### config.mk
export PLATFORM = sky130hd
export DESIGN_NAME = wdma_row_scheduler_flat
export DESIGN_NICKNAME = d
export VERILOG_FILES = /design/src/rtl/wdma_row_scheduler_if.sv /design/src/rtl/wdma_row_scheduler.sv /design/src/flat_wrapper.sv
export SDC_FILE = /design/constraint.sdc
export NUM_CORES = 1
export LEC_CHECK = 0
export BUFFER_PORTS_ARGS = -buffer_cell sky130_fd_sc_hd__clkbuf_2
export CELL_PAD_IN_SITES_DETAIL_PLACEMENT = 1
export CELL_PAD_IN_SITES_GLOBAL_PLACEMENT = 2
export CORE_AREA = 2 2 208 210
export DETAILED_ROUTE_END_ITERATION = 7
export DIE_AREA = 0 0 210 212
export PLACE_DENSITY = 0.93
export SYNTH_ARGS = -nofsm -noshare
export SYNTH_HDL_FRONTEND = slang
export SYNTH_SLANG_ARGS = --single-unit
### constraint.sdc
create_clock -name aclk -period 6.6 [get_ports aclk]
set_clock_uncertainty 0.1 [all_clocks]
set_input_delay 1.98 -clock aclk [delete_from_list [all_inputs] [get_ports aclk]]
set_output_delay 1.98 -clock aclk [all_outputs]
set_load 0.01 [all_outputs]
### src/rtl/wdma_row_scheduler_if.sv
// ---------------------------------------------------------------------------
// wdma_row_scheduler_if
// Handshake bundle between the row scheduler and a write DMA engine.
//   dma_start_addr      : DDR byte address of the row being written
//   dma_transfer_length : row length in bytes
//   dma_start           : level request, held until the DMA reports done
//   dma_done            : DMA completion level, held while dma_start is high
//   dma_error           : DMA error flag, valid together with dma_done
// master = scheduler side, slave = DMA side.
// ---------------------------------------------------------------------------
interface wdma_row_scheduler_if #(
    parameter int AXI_ADDR_WIDTH = 64
);
    logic [AXI_ADDR_WIDTH-1:0] dma_start_addr;
    logic [31:0]               dma_transfer_length;
    logic                      dma_start;
    logic                      dma_done;
    logic                      dma_error;

    modport master (
        output dma_start_addr,
        output dma_transfer_length,
        output dma_start,
        input  dma_done,
        input  dma_error
    );

    modport slave (
        input  dma_start_addr,
        input  dma_transfer_length,
        input  dma_start,
        output dma_done,
        output dma_error
    );
endinterface

### src/rtl/wdma_row_scheduler.sv
// ---------------------------------------------------------------------------
// wdma_row_scheduler
// Splits a 2-D write job (num_rows rows of row_bytes each, rows row_stride
// bytes apart starting at base_addr) into one write-DMA transfer per row,
// issued strictly one after another.
// Ports:
//   aclk, aresetn         : clock, asynchronous active-low reset
//   cfg_base_addr/num_rows/row_bytes/row_stride : job description
//   cfg_start             : job start, only honoured when idle
//   busy                  : high from job accept until the done pulse
//   done                  : one-cycle job-complete pulse
//   error                 : sticky job error, cleared on the next accept
//   rows_done             : rows completed in the current job
//   dma                   : write-DMA handshake (master side)
// ---------------------------------------------------------------------------
module wdma_row_scheduler #(
    parameter int AXI_ADDR_WIDTH = 64,
    parameter int BEAT_BYTES     = 16,
    parameter int TIMEOUT_CYCLES = 65535
) (
    input  logic                      aclk,
    input  logic                      aresetn,
    input  logic [AXI_ADDR_WIDTH-1:0] cfg_base_addr,
    input  logic [15:0]               cfg_num_rows,
    input  logic [31:0]               cfg_row_bytes,
    input  logic [31:0]               cfg_row_stride,
    input  logic                      cfg_start,
    output logic                      busy,
    output logic                      done,
    output logic                      error,
    output logic [15:0]               rows_done,
    wdma_row_scheduler_if.master      dma
);
    typedef enum logic [2:0] {
        S_IDLE,
        S_ISSUE,
        S_WAIT_DONE,
        S_RELEASE,
        S_FINISH
    } state_t;

    localparam logic [31:0] BEAT_BYTES_W = 32'(BEAT_BYTES);
    localparam logic [31:0] WD_LAST      = 32'(TIMEOUT_CYCLES - 1);
    localparam bit          WD_ENABLE    = (TIMEOUT_CYCLES != 0);

    state_t                    state_q, state_d;
    logic [AXI_ADDR_WIDTH-1:0] cur_addr_q, cur_addr_d;
    logic [AXI_ADDR_WIDTH-1:0] start_addr_q, start_addr_d;
    logic [31:0]               xfer_len_q, xfer_len_d;
    logic [31:0]               row_bytes_q, row_bytes_d;
    logic [31:0]               row_stride_q, row_stride_d;
    logic [31:0]               wd_cnt_q, wd_cnt_d;
    logic [15:0]               num_rows_q, num_rows_d;
    logic [15:0]               rows_done_q, rows_done_d;
    logic                      busy_q, busy_d;
    logic                      done_q, done_d;
    logic                      error_q, error_d;
    logic                      dma_start_q, dma_start_d;
    logic                      abort_q, abort_d;
    logic                      row_len_bad;

    // Checked on the latched copy, one cycle after accept.
    assign row_len_bad = (row_bytes_q == 32'd0) ||
                         ((row_bytes_q % BEAT_BYTES_W) != 32'd0);

    always_comb begin
        state_d      = state_q;
        cur_addr_d   = cur_addr_q;
        start_addr_d = start_addr_q;
        xfer_len_d   = xfer_len_q;
        row_bytes_d  = row_bytes_q;
        row_stride_d = row_stride_q;
        wd_cnt_d     = wd_cnt_q;
        num_rows_d   = num_rows_q;
        rows_done_d  = rows_done_q;
        busy_d       = busy_q;
        done_d       = 1'b0;
        error_d      = error_q;
        dma_start_d  = dma_start_q;
        abort_d      = abort_q;

        case (state_q)
            S_IDLE: begin
                // IDLE spans two cycles per job: the accept cycle latches the
                // config and raises busy, the following cycle (busy already
                // high, so cfg_start is ignored) validates the latched job.
                // This places both the first dma_start and the early done
                // pulse two edges after the accepting edge.
                if (!busy_q) begin
                    if (cfg_start) begin
                        cur_addr_d   = cfg_base_addr;
                        num_rows_d   = cfg_num_rows;
                        row_bytes_d  = cfg_row_bytes;
                        row_stride_d = cfg_row_stride;
                        error_d      = 1'b0;
                        rows_done_d  = 16'd0;
                        abort_d      = 1'b0;
                        busy_d       = 1'b1;
                    end
                end else if (num_rows_q == 16'd0) begin
                    state_d = S_FINISH;
                end else if (row_len_bad) begin
                    error_d = 1'b1;
                    state_d = S_FINISH;
                end else begin
                    state_d = S_ISSUE;
                end
            end

            S_ISSUE: begin
                // Address/length load on the same edge dma_start rises, so
                // they are stable for the whole request.
                start_addr_d = cur_addr_q;
                xfer_len_d   = row_bytes_q;
                dma_start_d  = 1'b1;
                wd_cnt_d     = 32'd0;
                state_d      = S_WAIT_DONE;
            end

            S_WAIT_DONE: begin
                if (dma.dma_done) begin
                    dma_start_d = 1'b0;
                    state_d     = S_RELEASE;
                    if (dma.dma_error) begin
                        error_d = 1'b1;
                        abort_d = 1'b1;
                    end else begin
                        rows_done_d = rows_done_q + 16'd1;
                        // Stride is zero-extended; wrap-around is intentional.
                        cur_addr_d  = cur_addr_q + AXI_ADDR_WIDTH'(row_stride_q);
                    end
                end else if (WD_ENABLE && (wd_cnt_q == WD_LAST)) begin
                    // DMA hung: give up on the job without a release phase.
                    error_d     = 1'b1;
                    dma_start_d = 1'b0;
                    state_d     = S_FINISH;
                end else if (WD_ENABLE) begin
                    wd_cnt_d = wd_cnt_q + 32'd1;
                end
            end

            S_RELEASE: begin
                // Wait for the DMA to drop done so the next row's request is
                // never mistaken for a completion of this one.
                if (!dma.dma_done) begin
                    if (abort_q || (rows_done_q == num_rows_q)) begin
                        state_d = S_FINISH;
                    end else begin
                        state_d = S_ISSUE;
                    end
                end
            end

            S_FINISH: begin
                done_d  = 1'b1;
                busy_d  = 1'b0;
                state_d = S_IDLE;
            end

            default: begin
                state_d = S_IDLE;
            end
        endcase
    end

    always_ff @(posedge aclk or negedge aresetn) begin
        if (!aresetn) begin
            state_q      <= S_IDLE;
            cur_addr_q   <= '0;
            start_addr_q <= '0;
            xfer_len_q   <= '0;
            row_bytes_q  <= '0;
            row_stride_q <= '0;
            wd_cnt_q     <= '0;
            num_rows_q   <= '0;
            rows_done_q  <= '0;
            busy_q       <= 1'b0;
            done_q       <= 1'b0;
            error_q      <= 1'b0;
            dma_start_q  <= 1'b0;
            abort_q      <= 1'b0;
        end else begin
            state_q      <= state_d;
            cur_addr_q   <= cur_addr_d;
            start_addr_q <= start_addr_d;
            xfer_len_q   <= xfer_len_d;
            row_bytes_q  <= row_bytes_d;
            row_stride_q <= row_stride_d;
            wd_cnt_q     <= wd_cnt_d;
            num_rows_q   <= num_rows_d;
            rows_done_q  <= rows_done_d;
            busy_q       <= busy_d;
            done_q       <= done_d;
            error_q      <= error_d;
            dma_start_q  <= dma_start_d;
            abort_q      <= abort_d;
        end
    end

    assign busy                    = busy_q;
    assign done                    = done_q;
    assign error                   = error_q;
    assign rows_done               = rows_done_q;
    assign dma.dma_start_addr      = start_addr_q;
    assign dma.dma_transfer_length = xfer_len_q;
    assign dma.dma_start           = dma_start_q;
endmodule

### src/flat_wrapper.sv
// flat-port wrapper written by rule: the top's interface ports become plain ports
module wdma_row_scheduler_flat 
#(
    parameter int AXI_ADDR_WIDTH = 64,
    parameter int BEAT_BYTES     = 16,
    parameter int TIMEOUT_CYCLES = 65535
)
  (aclk, aresetn, cfg_base_addr, cfg_num_rows, cfg_row_bytes, cfg_row_stride, cfg_start, busy, done, error, rows_done, dma_dma_start_addr, dma_dma_transfer_length, dma_dma_start, dma_dma_done, dma_dma_error);
  wdma_row_scheduler_if #(.AXI_ADDR_WIDTH(AXI_ADDR_WIDTH)) dma_i ();
  input  logic aclk;
  input  logic aresetn;
  input  logic [AXI_ADDR_WIDTH-1:0] cfg_base_addr;
  input  logic [15:0] cfg_num_rows;
  input  logic [31:0] cfg_row_bytes;
  input  logic [31:0] cfg_row_stride;
  input  logic cfg_start;
  output logic busy;
  output logic done;
  output logic error;
  output logic [15:0] rows_done;
  output wire logic [$bits(dma_i.dma_start_addr)-1:0] dma_dma_start_addr;
  output wire logic [$bits(dma_i.dma_transfer_length)-1:0] dma_dma_transfer_length;
  output wire logic [$bits(dma_i.dma_start)-1:0] dma_dma_start;
  input wire logic [$bits(dma_i.dma_done)-1:0] dma_dma_done;
  input wire logic [$bits(dma_i.dma_error)-1:0] dma_dma_error;
  assign dma_dma_start_addr = dma_i.dma_start_addr;
  assign dma_dma_transfer_length = dma_i.dma_transfer_length;
  assign dma_dma_start = dma_i.dma_start;
  assign dma_i.dma_done = dma_dma_done;
  assign dma_i.dma_error = dma_dma_error;
  wdma_row_scheduler #(.AXI_ADDR_WIDTH(AXI_ADDR_WIDTH), .BEAT_BYTES(BEAT_BYTES), .TIMEOUT_CYCLES(TIMEOUT_CYCLES)) u_core (.aclk(aclk), .aresetn(aresetn), .cfg_base_addr(cfg_base_addr), .cfg_num_rows(cfg_num_rows), .cfg_row_bytes(cfg_row_bytes), .cfg_row_stride(cfg_row_stride), .cfg_start(cfg_start), .busy(busy), .done(done), .error(error), .rows_done(rows_done), .dma(dma_i));
endmodule
==> Yosys cells after proc, flatten, opt, wreduce, memory -nomap -nowiden <==
Cells that the tools add are included.
{ "op_classes": {"add_sub_neg": 3, "multipliers": 0, "div": 0, "magnitude_cmp": 0, "n_eq_ne": 20, "shift": 0, "muxes": 39, "bitwise": 1, "n_reduce_logical": 16} }
{ "ops": {"columns": ["op", "n"], "rows": [
  ["64-bit two-way mux", 4],
  ["64-bit one-hot mux with 2 select lines", 1],
  ["64-bit by 32-bit adder with 64-bit output", 1],
  ["16-bit two-way mux", 4],
  ["32-bit two-way mux", 2],
  ["32-bit one-hot mux with 2 select lines", 1],
  ["32-bit by 1-bit adder with 32-bit output (second input constant)", 1],
  ["32-bit by 16-bit equality test with 1-bit output (second input constant)", 1],
  ["32-bit zero test", 1],
  ["16-bit one-hot mux with 2 select lines", 1],
  ["32-bit nonzero test", 1],
  ["3-bit two-way mux", 7],
  ["16-bit by 1-bit adder with 16-bit output (second input constant)", 1],
  ["16-bit equality test", 1],
  ["16-bit zero test", 1],
  ["2-bit != test (second input constant)", 8],
  ["1-bit two-way mux", 14],
  ["3-bit one-hot mux with 4 select lines", 1],
  ["5-bit AND reduction", 2],
  ["3-bit != test (second input constant)", 3],
  ["3-bit AND reduction", 3],
  ["1-bit one-hot mux with 2 select lines", 4],
  ["3-bit by 2-bit equality test with 1-bit output (second input constant)", 2],
  ["3-bit by 2-bit != test with 1-bit output (second input constant)", 2],
  ["other kinds (9)", 12]
]} }
{ "word_totals": {"register_bits": 296, "latch_bits": 0, "ramBits": 0, "mem_bits_ro": 0, "input_bits": 149, "output_inout_bits": 116, "wordCells": 93, "n_memories": 0} }

==> Depth between registers and ports, before layout <==
{ "depth": {"word_depth": 6, "mapped_depth": 11, "depth_no_buf": 10} }

==> Worst setup path before layout <==
No wires, ideal clock.
{ "synth_timing": {"path_kind": "input port to flip-flop", "start": "input cfg_start", "end": "register u_core.rows_done_q[13] (netlist: u_core.rows_done[13])", "setup_ns": 0.132, "t_arrival_ns": 3.315, "required_ns": 6.368, "path_slack_ns": 3.053, "stages": 8, "path_cell_list": "nor2b_1 -> a22oi_1 -> nor3b_1 -> nand2_1 -> nor2_1 -> nand3_1 -> xor2_1 -> nor2_1"} }
{ "synth_between": {"elab_chain_len": 2} }
{ "synth_rtl": {"columns": ["element", "line", "text"], "rows": [
  ["from (decl)", "flat_wrapper.sv:16", "input logic cfg_start;"],
  ["2-bit != test (no line)", null, null],
  ["5-bit AND reduction (no line)", null, null],
  ["to (signal assigned)", "wdma_row_scheduler.sv:191", "rows_done_q <= rows_done_d;"],
  ["to (decl)", "wdma_row_scheduler.sv:54", "logic [15:0] rows_done_q, rows_done_d;"]
]} }
No other way between the ends.
A chain may end at the register's enable or synchronous reset.

==> Final worst setup path <==
{ "layout_timing": {"start": "input dma_dma_done", "end": "register u_core.cur_addr_q[50]"} }
{ "layout_between": {"elab_chain_len": 2} }
{ "layout_rtl": {"columns": ["element", "line", "text"], "rows": [
  ["from (decl)", "flat_wrapper.sv:24", "input wire logic [$bits(dma_i.dma_done)-1:0] dma_dma_done;"],
  ["2-bit != test (no line)", null, null],
  ["5-bit AND reduction (no line)", null, null],
  ["to (signal assigned)", "wdma_row_scheduler.sv:184", "cur_addr_q <= cur_addr_d;"],
  ["to (decl)", "wdma_row_scheduler.sv:47", "logic [AXI_ADDR_WIDTH-1:0] cur_addr_q, cur_addr_d;"]
]} }
No other way between the ends.

==> impl.org <==
** Finish
- Ant diodes :: 0
- Count of fill cells added during filler insertion :: 5091
- Area used by multi-input combinational logic :: 7140 sq um
- In the final layout, flip-flops and latches occupy 7410 sq um.
- From synthesis to final layout, the design area changed by 19.4%.
- In the final layout, the share of cells above drive strength 1 is 18.2%.
- After the flow finishes, the layout carries non-filler instances totaling 2546.
- The net count of the finished layout is 2159.

** Clock network
- TritonCTS built the clock tree.
- The number of hold buffers added after CTS was 0.
- The tree is rooted in a sky130_fd_sc_hd__clkbuf_16.
- Number of buffers inserted by post-CTS setup repair :: 0
- Clock-pin slew was measured on the worst setup and hold paths at 0.06 ns.
- Clock buffer count from CTS :: 35
- The number of gates resized after CTS was 0.
- Clock Path Buffers :: 3
- CTS H-tree depth :: 2
- The clock drives 296 sinks.
- For the worst-skew pair, the clock arrives at the later sink with an insertion delay of 0.55 ns.

** Critical path
- Setup slack of the most critical reg-to-reg path :: 3.11 ns
- At the worst endpoint, the arrival time is 4.08 ns.
- Cell count of the worst reg-to-reg path :: 8
- STA classifies the critical path startpoint as an input pin.
- Origin of the critical flop-to-flop path :: u_core.cur_addr_q[9]$_DFFE_PN0P_
- In this run the critical register-to-register path is captured at u_core.cur_addr_q[50]$_DFFE_PN0P_.
- The worst setup path is captured at a register.
- Worst Path Max Fanout :: 68
- Startpoint-to-endpoint class of the critical path :: input pin to register
- Required arrival time at the worst endpoint :: 6.94 ns

** Logic synthesis
- Ys flop type :: sky130_fd_sc_hd__dfrtp_1
- Most frequent cells after synthesis :: 633 x sky130_fd_sc_hd__nand2_1, 296 x sky130_fd_sc_hd__dfrtp_1, 116 x sky130_fd_sc_hd__nor2_1
- After synthesis, flip-flops and latches occupy 49.2% of the total area.
- Mapped Avg Cell Area :: 8.55 sq um
- Post-synth top area share :: 49.2%
- Top post-synthesis cells by area :: sky130_fd_sc_hd__dfrtp_1 49%, sky130_fd_sc_hd__nand2_1 16%, sky130_fd_sc_hd__a21oi_1 3.2%
- The mapped netlist covers 15100 sq um.
- After synthesis the netlist holds a flip-flop and latch count of 296.
- The cell count after synthesis came out at 1760.
- The synthesized design spends more area on one cell type than any other, namely sky130_fd_sc_hd__dfrtp_1.
- The synthesized netlist contains 82 unique library cells.
- For this run, asynchronously set or reset flops after synthesis account for 100%.
- Count of flip-flops with a built-in enable after synthesis :: 0
- The most common cell in the synthesized netlist is sky130_fd_sc_hd__nand2_1.
- Syn Nets :: 1945
- During synthesis, Yosys emitted a total of 0 warnings.

** Timing
- Number of pins exceeding their max-slew limit in the final report :: 0
- In the final timing run, aggregate negative setup slack is 0 ns.
- For the finished layout, the period the worst path requires is 3.75 ns.
- The final count of hold timing violations came to 0.
- Of the available clock period, the critical path in the final layout requires 56.8%.
- Hold timing on the final database bottoms out at a slack of 0.375 ns.
- Based on the critical path, the design can be clocked at up to 0.267 GHz.
- RSZ-0062 raised after global routing :: no
- Headroom to the max-slew limit came out at 28.7%.
- At the pin with the least slew margin, the transition time is 1.07 ns.
- Final-report setup violation count :: 0

** Detailed routing
- 1st-pass router iterations :: 5
- Wires add up to 49.7 mm.
- Average wire per cell in the routed design :: 19.5 um
- In the routed layout, each cell is associated on average with a via count of 5.32.
- Across all layers, the routed design uses 13555 vias.
- Post-detailed-route DRC marker count :: 0
- The detailed router finished its first iteration with 735 violations.
- Once detail routing completed, the nets flagged for antenna violations numbered 0.

** Global routing
- Met1 capacity usage during global routing :: 29.9%
- Global routing consumed, over all layers together, 22.5% of the routing resources.
- Entering global routing, the biggest net connects 109 pins.
- Fraction of met3 tracks used by global routing :: 4.76%
- Met2 layer usage reported by global route :: 37.2%
- The number of global-route vias before repair was 14511.
- The initial antenna violation count is 2.
- The first global-routing pass estimated 79.5 mm of wire.
- Global route hottest layer :: met2
- After global routing the overflow that remains totals 0.

** Hold path
- The worst hold path was traced through 2 stages.
- The worst hold path begins at u_core.dma.dma_start_addr[46]$_DFFE_PN0P_.
- Worst-case hold path end point :: u_core.dma.dma_start_addr[46]$_DFFE_PN0P_
- The tightest min-delay check is of the register to register type.

** Place
- The congestion estimate from routability-driven global placement came to 0.888.
- Half-perimeter wire length of the detailed placement result :: 34.5 mm
- Buffers placed on the I/O ports in this run total 264.
- Dpl cells :: 2483

** Power and ir drop
- For this design the ratio of total power to cell area is 489 nW/um^2.
- Total power for the finished layout comes to 0.00879 W.
- Total leakage power :: 8.92 nW
- The worst-case IR drop observed on VDD is 0.238 mV.

** Die
- Area of the core region :: 42500 sq um
- The die is 212 um tall.
- Standard-cell rows :: 76
- Boundary Pins :: 265
- The initial utilization of the core area, before any placement, comes to 35.4%.
- Horiz. Die Dim :: 210 um
- The floorplan step defined a die boundary enclosing 44500 sq um.

** Run status
- Outcome :: finished, final reports clean

** Run
- Across the run, the number of max-cap violations was 0.
==> through the flow <==
| step | cell area [sq um] | worst slack (ns) | utilization, % |
|---|---|---|---|
| 2_1_floorplan | 15100 | 3.05 | - |
| 3_3_place_gp | 16700 | 2.35 | 39.4 |
| 3_5_place_dp | 16700 | 2.29 | 39.4 |
| 4_1_cts | 18000 | 2.86 | 42.3 |
| 5_1_grt | 18000 | 2.64 | 42.3 |
| 6_report | 18000 | 2.85 | 42.3 |
==> metal layers <==
metal	up-vias	share of wire (%)
met5	-	0.052
met1	6804	45
li1	6379	-
met2	296	48
met3	72	5.1
met4	4	2.1
==> state kept, by name (all words and copies together), names as in the netlist, 16 cells and up <==
| signal | flops |
|---|---|
| u_core.cur_addr_q | 64 |
| u_core.dma.dma_start_addr | 64 |
| u_core.dma.dma_transfer_length | 32 |
| u_core.num_rows_q | 16 |
| u_core.row_bytes_q | 32 |
| u_core.row_stride_q | 32 |
| u_core.rows_done | 16 |
| u_core.wd_cnt_q | 32 |
==> layout make-up <==
class | count | share of cell area (%)
repair buffers | 277 | 8.02
clock buffers | 48 | 5.70
inverters | 16 | 0.334
clock inverters | 15 | 1.14
well taps | 546 | 3.80
multi-input cells | 1348 | 39.8
flip-flops and latches | 296 | 41.2
==> cells in the final DEF, fill, tap and decap left out, types with 11 or more instances in the layout <==
cell | synthesis | routed
sky130_fd_sc_hd__clkbuf_16 | 0 | 35
sky130_fd_sc_hd__xor2_1 | 42 | 42
sky130_fd_sc_hd__nand2_1 | 633 | 631
sky130_fd_sc_hd__and3_1 | 21 | 21
sky130_fd_sc_hd__a21oi_1 | 96 | 96
sky130_fd_sc_hd__or3_1 | 15 | 15
sky130_fd_sc_hd__nand4_1 | 39 | 39
sky130_fd_sc_hd__ha_1 | 35 | 35
sky130_fd_sc_hd__clkbuf_2 | 0 | 263
sky130_fd_sc_hd__nor2_1 | 116 | 116
sky130_fd_sc_hd__a31oi_1 | 14 | 14
sky130_fd_sc_hd__o21ai_0 | 53 | 53
sky130_fd_sc_hd__nor4_1 | 19 | 19
sky130_fd_sc_hd__inv_1 | 16 | 16
sky130_fd_sc_hd__nand3_1 | 40 | 39
sky130_fd_sc_hd__nor3_1 | 20 | 18
sky130_fd_sc_hd__buf_4 | 2 | 12
sky130_fd_sc_hd__dfrtp_1 | 296 | 296
sky130_fd_sc_hd__xnor2_1 | 40 | 40
sky130_fd_sc_hd__a21o_1 | 11 | 11
sky130_fd_sc_hd__a211oi_1 | 14 | 14
==> cell families after synthesis <==
group,Yosys count,synth area share (%)
XOR/XNOR,82,4.77
buffers and inverters,116,3.59
adder cells (fa/ha/maj),36,3.04
AND/OR/NAND/NOR,949,27.2
AO/OA/AOI/OAI,276,11.8
flip-flops,296,49.2
multiplexers,5,0.333
==> critical path, stage by stage <==
cell and delay, ns:
sky130_fd_sc_hd__clkbuf_2 0.15, sky130_fd_sc_hd__and3b_1 0.25, sky130_fd_sc_hd__nand2_1 0.35, sky130_fd_sc_hd__nand2_2 0.20, sky130_fd_sc_hd__buf_4 0.61, sky130_fd_sc_hd__o21ai_0 0.19, sky130_fd_sc_hd__a311oi_1 0.29
==> report_power, final <==
| part | internal, W | total (W) | switching, W |
|---|---|---|---|
| clock | 0.00125 | 0.00207 | 0.000817 |
| sequential | 0.00252 | 0.00315 | 0.000627 |
| combinational | 0.00134 | 0.00357 | 0.00223 |
| total | 0.00512 | 0.00879 | 0.00367 |
==> how the worst max path moves through the flow <==
stage,depth (start not counted),to,start,slack (ns)
6_report,7,u_core.cur_addr_q[50]$_DFFE_PN0P_,dma_dma_done,2.85
4_1_cts,7,u_core.cur_addr_q[50]$_DFFE_PN0P_,dma_dma_done,2.86
3_3_place_gp,8,u_core.cur_addr_q[59]$_DFFE_PN0P_,dma_dma_done,2.35
5_1_grt,8,u_core.cur_addr_q[59]$_DFFE_PN0P_,dma_dma_done,2.64
2_1_floorplan,8,u_core.rows_done[13]$_DFFE_PN0P_,cfg_start,3.05
3_5_place_dp,7,u_core.cur_addr_q[50]$_DFFE_PN0P_,dma_dma_done,2.29
Note: power is estimated with default switching activity, not from simulation.
